## src/rtl/sp_ram_arb_pkg.sv

```systemverilog
// sp_ram_arb_pkg: shared constants for the two-port single-port-RAM arbiter.
//   NUM_PORTS            number of requesters (fixed at 2)
//   PORT_LOOKUP/REFILL   port index names used by integrators
//   RAM_WR/RAM_RD        RAM rdw_en encoding
package sp_ram_arb_pkg;
    localparam int NUM_PORTS   = 2;
    localparam int PORT_LOOKUP = 0;
    localparam int PORT_REFILL = 1;

    localparam logic RAM_WR = 1'b1;
    localparam logic RAM_RD = 1'b0;
endpackage

```

## src/rtl/sp_ram_arb_rsp_slot.sv

```systemverilog
// sp_ram_arb_rsp_slot: per-port read response path.
// Tracks a read that was granted last cycle (inflight), bypasses the RAM
// output straight to the port, and parks the data in a hold register when
// the consumer is not ready.
// Ports:
//   clk, rst        clock, synchronous active-high reset
//   rd_grant_i      a read for this port is granted this cycle
//   rsp_ready_i     consumer accepts rsp_rdata_o this cycle
//   ram_data_i      RAM data_out (valid the cycle after a read)
//   busy_o          slot will still hold data at the end of this cycle
//   rsp_valid_o     response valid
//   rsp_rdata_o     response data (last value kept while not valid)
module sp_ram_arb_rsp_slot #(
    parameter int DATA_WIDTH = 64
) (
    input  logic                  clk,
    input  logic                  rst,
    input  logic                  rd_grant_i,
    input  logic                  rsp_ready_i,
    input  logic [DATA_WIDTH-1:0] ram_data_i,
    output logic                  busy_o,
    output logic                  rsp_valid_o,
    output logic [DATA_WIDTH-1:0] rsp_rdata_o
);
    logic                  inflight_q, inflight_d;
    logic                  hold_valid_q, hold_valid_d;
    logic [DATA_WIDTH-1:0] data_q, data_d;

    // data_q doubles as the hold register and the "last value" shown while
    // idle: it captures the RAM output on every inflight cycle.
    always_comb begin
        inflight_d   = rd_grant_i;
        hold_valid_d = hold_valid_q;
        data_d       = data_q;
        if (inflight_q) begin
            data_d       = ram_data_i;
            hold_valid_d = !rsp_ready_i;
        end else if (hold_valid_q && rsp_ready_i) begin
            hold_valid_d = 1'b0;
        end
        rsp_valid_o = !rst && (inflight_q || hold_valid_q);
        rsp_rdata_o = inflight_q ? ram_data_i : data_q;
        busy_o      = (inflight_q || hold_valid_q) && !rsp_ready_i;
    end

    always_ff @(posedge clk) begin
        if (rst) begin
            inflight_q   <= 1'b0;
            hold_valid_q <= 1'b0;
            data_q       <= '0;
        end else begin
            inflight_q   <= inflight_d;
            hold_valid_q <= hold_valid_d;
            data_q       <= data_d;
        end
    end
endmodule

```

## src/rtl/sp_ram_arb.sv

```systemverilog
// sp_ram_arb: grants one of two requesters per cycle onto a single-port RAM
// and returns read data through a per-port response slot.
// Optional feature macro: SP_RAM_ARB_RR_EN (round-robin instead of fixed
// priority with port 0 winning).
// Ports:
//   clk, rst                      clock, synchronous active-high reset
//   req_valid_i/req_ready_o       per-port request handshake
//   req_we_i                      1=write, 0=read
//   req_addr_i/wdata_i/wmask_i    per-port packed request fields
//   rsp_valid_o/rsp_ready_i       per-port read response handshake
//   rsp_rdata_o                   per-port packed read data
//   ram_*                         RAM wrapper functional port
//
// Handshakes: a request transfers on a cycle where req_valid_i[i] and
// req_ready_o[i] are both 1; a response transfers where rsp_valid_o[i] and
// rsp_ready_i[i] are both 1. Valid never depends on ready of the same
// channel; req_ready_o may depend on rsp_ready_i.
module sp_ram_arb
    import sp_ram_arb_pkg::*;
#(
    parameter int ADDR_WIDTH = 10,
    parameter int DATA_WIDTH = 64
) (
    input  logic                            clk,
    input  logic                            rst,
    input  logic [NUM_PORTS-1:0]            req_valid_i,
    output logic [NUM_PORTS-1:0]            req_ready_o,
    input  logic [NUM_PORTS-1:0]            req_we_i,
    input  logic [NUM_PORTS*ADDR_WIDTH-1:0] req_addr_i,
    input  logic [NUM_PORTS*DATA_WIDTH-1:0] req_wdata_i,
    input  logic [NUM_PORTS*DATA_WIDTH-1:0] req_wmask_i,
    output logic [NUM_PORTS-1:0]            rsp_valid_o,
    input  logic [NUM_PORTS-1:0]            rsp_ready_i,
    output logic [NUM_PORTS*DATA_WIDTH-1:0] rsp_rdata_o,
    output logic                            ram_clk_en_o,
    output logic                            ram_rdw_en_o,
    output logic [ADDR_WIDTH-1:0]           ram_addr_o,
    output logic [DATA_WIDTH-1:0]           ram_data_o,
    output logic [DATA_WIDTH-1:0]           ram_mask_o,
    input  logic [DATA_WIDTH-1:0]           ram_data_i
);
    logic [NUM_PORTS-1:0] busy;
    logic [NUM_PORTS-1:0] elig;
    logic [NUM_PORTS-1:0] gnt;
    logic [NUM_PORTS-1:0] rd_grant;
    logic                 gnt_any;
    logic                 gnt_idx;

    // A read may only go when its slot is guaranteed empty next cycle,
    // which keeps inflight and hold mutually exclusive.
    always_comb begin
        for (int i = 0; i < NUM_PORTS; i++) begin
            elig[i] = !rst && req_valid_i[i] && (req_we_i[i] || !busy[i]);
        end
    end

`ifdef SP_RAM_ARB_RR_EN
    logic last_grant_q, last_grant_d;

    always_comb begin
        if (elig[PORT_LOOKUP] && elig[PORT_REFILL]) begin
            gnt_idx = !last_grant_q;
        end else begin
            gnt_idx = elig[PORT_REFILL];
        end
        last_grant_d = gnt_any ? gnt_idx : last_grant_q;
    end

    // Reset to port 1 so that port 0 wins the first contention.
    always_ff @(posedge clk) begin
        if (rst) begin
            last_grant_q <= 1'b1;
        end else begin
            last_grant_q <= last_grant_d;
        end
    end
`else
    always_comb begin
        gnt_idx = !elig[PORT_LOOKUP];
    end
`endif

    always_comb begin
        gnt_any               = |elig;
        gnt[PORT_LOOKUP]      = gnt_any && !gnt_idx;
        gnt[PORT_REFILL]      = gnt_any && gnt_idx;
        req_ready_o           = gnt;
        for (int i = 0; i < NUM_PORTS; i++) begin
            rd_grant[i] = gnt[i] && (req_we_i[i] == RAM_RD);
        end

        ram_clk_en_o = gnt_any;
        ram_rdw_en_o = RAM_RD;
        ram_addr_o   = '0;
        ram_data_o   = '0;
        ram_mask_o   = '0;
        if (gnt_any) begin
            if (gnt_idx) begin
                ram_rdw_en_o = req_we_i[PORT_REFILL];
                ram_addr_o   = req_addr_i[PORT_REFILL*ADDR_WIDTH +: ADDR_WIDTH];
                ram_data_o   = req_wdata_i[PORT_REFILL*DATA_WIDTH +: DATA_WIDTH];
                ram_mask_o   = req_wmask_i[PORT_REFILL*DATA_WIDTH +: DATA_WIDTH];
            end else begin
                ram_rdw_en_o = req_we_i[PORT_LOOKUP];
                ram_addr_o   = req_addr_i[PORT_LOOKUP*ADDR_WIDTH +: ADDR_WIDTH];
                ram_data_o   = req_wdata_i[PORT_LOOKUP*DATA_WIDTH +: DATA_WIDTH];
                ram_mask_o   = req_wmask_i[PORT_LOOKUP*DATA_WIDTH +: DATA_WIDTH];
            end
        end
    end

    for (genvar g = 0; g < NUM_PORTS; g++) begin : g_slot
        sp_ram_arb_rsp_slot #(
            .DATA_WIDTH(DATA_WIDTH)
        ) u_slot (
            .clk        (clk),
            .rst        (rst),
            .rd_grant_i (rd_grant[g]),
            .rsp_ready_i(rsp_ready_i[g]),
            .ram_data_i (ram_data_i),
            .busy_o     (busy[g]),
            .rsp_valid_o(rsp_valid_o[g]),
            .rsp_rdata_o(rsp_rdata_o[g*DATA_WIDTH +: DATA_WIDTH])
        );
    end
endmodule

```

## config.mk

```make
export PLATFORM = sky130hd
export DESIGN_NAME = sp_ram_arb
export DESIGN_NICKNAME = d
export VERILOG_FILES = /design/src/rtl/sp_ram_arb_pkg.sv /design/src/rtl/sp_ram_arb_rsp_slot.sv /design/src/rtl/sp_ram_arb.sv
export SDC_FILE = /design/constraint.sdc
export NUM_CORES = 1
export LEC_CHECK = 0
export CAP_MARGIN = 10
export CORE_AREA = 5 5 239 241
export CTS_BUF_LIST = sky130_fd_sc_hd__clkbuf_2
export DETAILED_ROUTE_END_ITERATION = 10
export DIE_AREA = 0 0 244 246
export DONT_BUFFER_PORTS = 1
export PLACE_DENSITY = 0.32
export SETUP_SLACK_MARGIN = 0.4
export SYNTH_ARGS = -nofsm -noshare
export SYNTH_HDL_FRONTEND = slang
export SYNTH_HIERARCHICAL = 1
export SYNTH_SLANG_ARGS = --single-unit
```

## constraint.sdc

```tcl
create_clock -name clk -period 2.7 [get_ports clk]
set_input_delay 0.54 -clock clk [delete_from_list [all_inputs] [get_ports clk]]
set_output_delay 0.54 -clock clk [all_outputs]
set_load 0.005 [all_outputs]
```

# After elaboration in Yosys (flattened, before gate mapping)
# Cells that the tools add are included.
[totals]
in_bits = 348
output_inout_bits = 272
elab_cells = 49
regBits = 132
[op_classes]
bitwise = 2
mux = 14
reduce_logical = 27
[op_table]
columns = ["op", "count"]
rows = [
  ["2-to-1 mux 64 bit", 6],
  ["2-to-1 mux 10 bit", 2],
  ["logical AND 1 bit", 14],
  ["zero test 1 bit", 6],
  ["2-to-1 mux 1 bit", 6],
  ["logical OR 1 bit", 4],
  ["nonzero test 2 bit", 2],
  ["NOT 1 bit", 2],
  ["OR reduction 2 bit", 1],
]

# Longest topological paths before layout
# Gate-level depths: netlist of run 1.
[depth]
depth_word = 8
depth_mapped = 10
mapped_depth_nobuf = 6

# By module
# The synthesis of run 1 kept the hierarchy.
[by_module_without_submodules]
columns = ["module", "cells_each", "area_each_um2", "seq_area_each_um2", "n_inst"]
rows = [
  ["sp_ram_arb_rsp_slot", 213, 2743.9, 1321.3, 2],
  ["sp_ram_arb", 179, 1500.2, 0.0, 1],
]

# Least setup slack after synthesis of run 1
# Ideal clock, no wire load.
[synth_timing]
kind = "register -> output"
startpoint = "register g_slot[0].u_slot.inflight_q"
endpoint = "output ram_addr_o[0]"
path_buffers = 5
path_stages_with_launch = 11
setup_slack_ns = 0.380
t_required_ns = 2.160
arrival_time_ns = 1.780
path_cell_list = "dfxtp_1 > buf_4 > buf_6 > nor2_1 > nor2_1 > nor2b_2 > o2111a_1 > buf_2 > buf_6 > buf_6 > a22o_1"
[synth_between]
elab_chain_len = 7
word_cells_on_any_way = 8
classes_between = "2 x mux; 6 x reduce/logical"
[synth_rtl]
columns = ["element", "line", "rtl"]
rows = [
  ["start, declared", "sp_ram_arb_rsp_slot.sv:25", "logic inflight_q, inflight_d;"],
  ["start signal, assigned", "sp_ram_arb_rsp_slot.sv:52", "inflight_q <= inflight_d;"],
  ["logical OR 1 bit *", "sp_ram_arb_rsp_slot.sv:43", "busy_o = (inflight_q || hold_valid_q) && !rsp_ready_i;"],
  ["logical AND 1 bit *", "sp_ram_arb_rsp_slot.sv:43", ""],
  ["named net busy[0]", "sp_ram_arb.sv:42", "logic [NUM_PORTS-1:0] busy;"],
  ["zero test 1 bit *", "sp_ram_arb.sv:53", "elig[i] = !rst && req_valid_i[i] && (req_we_i[i] || !busy[i]);"],
  ["logical OR 1 bit *", "sp_ram_arb.sv:53", ""],
  ["logical AND 1 bit *", "sp_ram_arb.sv:53", ""],
  ["2-to-1 mux 10 bit or OR reduction 2 bit (tied branches)", "sp_ram_arb.sv:98, sp_ram_arb.sv:84", ""],
  ["2-to-1 mux 10 bit *", "sp_ram_arb.sv:97", "if (gnt_any) begin"],
  ["end, declared", "sp_ram_arb.sv:37", "output logic [ADDR_WIDTH-1:0] ram_addr_o,"],
]
# Mark *: on every way through the listed nets, which the timed path passes. The rest lies on a longest branch.

# Worst setup path after layout of run 1
[layout_timing]
startpoint = "register g_slot[0].u_slot.inflight_q"
endpoint = "output ram_mask_o[18]"
[layout_between]
elab_chain_len = 7
word_cells_on_any_way = 8
classes_between = "2 x mux; 6 x reduce/logical"
[layout_rtl]
columns = ["element", "line", "rtl"]
rows = [
  ["logical OR 1 bit *", "sp_ram_arb_rsp_slot.sv:43", ""],
  ["logical AND 1 bit *", "sp_ram_arb_rsp_slot.sv:43", ""],
  ["named net busy[0]", "sp_ram_arb.sv:42", ""],
  ["zero test 1 bit *", "sp_ram_arb.sv:53", ""],
  ["logical OR 1 bit *", "sp_ram_arb.sv:53", ""],
  ["logical AND 1 bit *", "sp_ram_arb.sv:53", ""],
  ["2-to-1 mux 64 bit or OR reduction 2 bit (tied branches)", "sp_ram_arb.sv:98, sp_ram_arb.sv:84", ""],
  ["2-to-1 mux 64 bit *", "sp_ram_arb.sv:97", ""],
  ["end, declared", "sp_ram_arb.sv:39", "output logic [DATA_WIDTH-1:0] ram_mask_o,"],
]
# Marked as above.

==> results of run 1 <==
## power by group through the flow
stage,registers (mW),logic [mW],clock network (mW)
floorplan,2.03,0.404,0
global placement,2.03,0.554,0
detailed placement,2.03,0.552,0
CTS,2.00,0.859,1.44
global route,2.00,0.980,1.52
finish,1.99,0.933,1.33
## registers in the layout, summed over array words and instances, names as in the netlist
signal and count:
g_slot.u_slot/inflight_q 2, g_slot.u_slot/data_q 128, g_slot.u_slot/hold_valid_q 2
## synthesized netlist by cell type (2+ instances only)
cell type	instances
inv_1	2
buf_2	18
clkbuf_1	19
buf_6	20
nor3_1	2
mux2_4	98
dfxtp_1	132
a22o_1	139
nor2b_1	131
nor2_1	6
mux2_2	30
buf_4	2
## kinds of logic after synthesis
logic type,after synthesis,share of synthesized area
compound gates,141,0.177
flops,132,0.378
simple gates,143,0.127
buf+inv,61,0.0586
mux,128,0.259
## critical path: stages, from the launching register on
cell	delay [ns]
dfxtp_4	0.41
nor2_4	0.13
nor2_4	0.04
nor2b_4	0.13
o2111a_4	0.37
buf_6	0.15
buf_12	0.13
buf_8	0.12
a22o_4	0.23
## final cells by class
cell class / instances / area (sq um) / area share
diodes: 19 / 47.5 / 0.00456
clock buffers: 17 / 85.1 / 0.00816
clock inverters: 15 / 171 / 0.0164
inverters: 2 / 7.51 / 0.000720
multi-input cells: 412 / 4460 / 0.428
flip-flops and latches: 132 / 2650 / 0.254
well taps: 704 / 881 / 0.0845
repair buffers: 153 / 2120 / 0.203
## routing by layer
metal / track usage / vias up / part of all wire
met4: 0.0811 / 8 / 0.052
li1: - / 2464 / -
met3: 0.0489 / 80 / 0.072
met5: 0 / - / 0.0011
met1: 0.150 / 2845 / 0.35
met2: 0.248 / 373 / 0.52
## how the worst max path moves through the flow
stage                                                       from  slack (ns)        endpoint
after floorplan           g_slot[0].u_slot/inflight_q$_SDFF_PP0_        0.42   ram_addr_o[0]
after global placement                            rsp_ready_i[0]        0.25  ram_mask_o[58]
after detailed placement                          rsp_ready_i[0]        0.18  ram_mask_o[58]
after CTS                 g_slot[0].u_slot/inflight_q$_SDFF_PP0_       -0.56   ram_mask_o[2]
after global routing      g_slot[0].u_slot/inflight_q$_SDFF_PP0_       -0.59  ram_mask_o[18]
final                     g_slot[0].u_slot/inflight_q$_SDFF_PP0_       -0.37  ram_mask_o[18]
## repair_timing
action	4_1_cts	5_1_grt
hold endpoints to repair	132	0
setup endpoints to repair	270	270
gates resized for setup	97	38
hold buffers	73	0
setup buffers	11	15
pin swaps	24	38
cloned	11	13
## metrics by stage
stage	hold slack, ns	utilization	area [sq um]	setup WS, ns	instances
2_1_floorplan	0.486	-	6990	0.424	605
3_3_place_gp	0.528	0.144	7860	0.255	1280
3_5_place_dp	0.530	0.144	7860	0.179	1280
4_1_cts	0.000689	0.179	9790	-0.563	1407
5_1_grt	-0.00189	0.191	10400	-0.593	1452
6_report	0.128	0.191	10400	-0.367	1454
==> reports/metrics.yaml, run 1 <==
status: "finished, violations left"
violations: "negative setup slack"
synth_top_area_cell: "dfxtp_1"
synthTopCellsByArea: "dfxtp_1 38%, mux2_4 21%, a22o_1 17%"
intPower_mw: 2.95
holdPathEnd: "g_slot[1].u_slot/data_q[55]$_SDFF_PP0_"
tightest_slew_ns: 0.697
grt-ovfl-total: 0
antenna_found_initial: 34
grt_pass1_wl_microns: 57600
arrival_ns: 2.53
clock_latency_ns: 0.81
cap_violations: 0
startpoint_type: "register"
htree_levels: 4
die_h_microns: 246
finalHoldViolCount: 0
fin_worst_skew_ns: 0.0511
peakVddDrop_mv: 0.279
firstDrtPassIters: 4
r2r_slack_ns: 0.62
hp-start: "rst"
wl_per_cell_microns: 33.0
path_class: "register to output port"
cts_tree: "built"
min_period_ns: 3.07
io_pins: 620
p_sw_mw: 1.30
synthFlopType: "dfxtp_1"
swShare: 0.307
netlist_instances: 605
core.rowCount: 86
setup_viol: 141
pwr-share-comb: 0.219
final.setup.worst_slack_ns: -0.367
syn_area_per_cell_sq_um: 11.6
leakage_nw: 4.13
syn_area_sq_mm: 0.00699
worstRegToRegCells: 5
maxSlewHeadroom: 0.536
layout_commonest_cell: "nor2b_1"
synth_top_area_frac: 0.378
setup_tns_ns: -39.20
grt_pass1_vias: 5805
port_buffers: 0
ys_ff_latch: 132
drt_drc_violations_left: 0
powerDensity_mw_per_mm2: 408
fin_total_pwr_mw: 4.25
yosys_warnings: 6
reg2reg_from: "g_slot[0].u_slot/inflight_q$_SDFF_PP0_"
gp_congestion: 0.946
clkSlewWorstSetupHoldPaths_ns: 0.26
worstPathMaxFanout: 7
cp.required_ns: 2.16
dieArea_sq_mm: 0.0600
worstHoldPathCells: 2
layout_worst_path_cycle_share: 1.14
r2r_end: "g_slot[0].u_slot/data_q[46]$_SDFF_PP0_"
wl_microns: 48000
cts_sinks: 132
layout.nets: 1066
seq_area_frac_synth: 0.378
drt_iter0_drc: 311
syn_nets: 953
async_flop_share: 0
ant_nets: 0
seq_power_share: 0.469
hold_path_class: "input pin to register"
clockPowerShare: 0.312
post_synth_num_cell_types: 18
slew_viol_final: 0
viasPerCell: 3.97
layout_common_cells: "131 x nor2b_1, 129 x dfxtp_1, 99 x mux2_4"
cts_buffers: 17
end_kind: "output port"
grt_usage: 0.142
grt_max_degree: 132
vias: 5770
core-area_sq_mm: 0.0547
initial_core_util: 0.128
clock_path_buffers: 2
area_delta_synth_final_pct: 49.2
synth_edf_count: 0
fp.dieW_microns: 244
hpwl_microns: 36600
layout-drive-gt1-share: 0.421
rsz0062_at_grt: "yes"
max_freq_ghz: 0.326
cts-root-buf: "clkbuf_2"
fillers: 5963
(Power assumes the default switching activity.)
==> run 2: changes to the inputs <==
--- a/config.mk
+++ b/config.mk
@@ -8,6 +8,7 @@
 export CAP_MARGIN = 10
 export CORE_AREA = 5 5 239 241
 export CTS_BUF_LIST = sky130_fd_sc_hd__clkbuf_2
+export CTS_CLUSTER_SIZE = 20
 export DETAILED_ROUTE_END_ITERATION = 10
 export DIE_AREA = 0 0 244 246
 export DONT_BUFFER_PORTS = 1
==> results of run 2 <==
Final layout, timing and power as in run 1 (identical DEF).
==> run 3: changes to the inputs <==
--- a/config.mk
+++ b/config.mk
@@ -14,6 +14,7 @@
 export DONT_BUFFER_PORTS = 1
 export PLACE_DENSITY = 0.32
 export SETUP_SLACK_MARGIN = 0.4
+export SLEW_MARGIN = 20
 export SYNTH_ARGS = -nofsm -noshare
 export SYNTH_HDL_FRONTEND = slang
 export SYNTH_HIERARCHICAL = 1
==> results of run 3 <==
Final layout, timing and power as in run 1 (identical DEF).
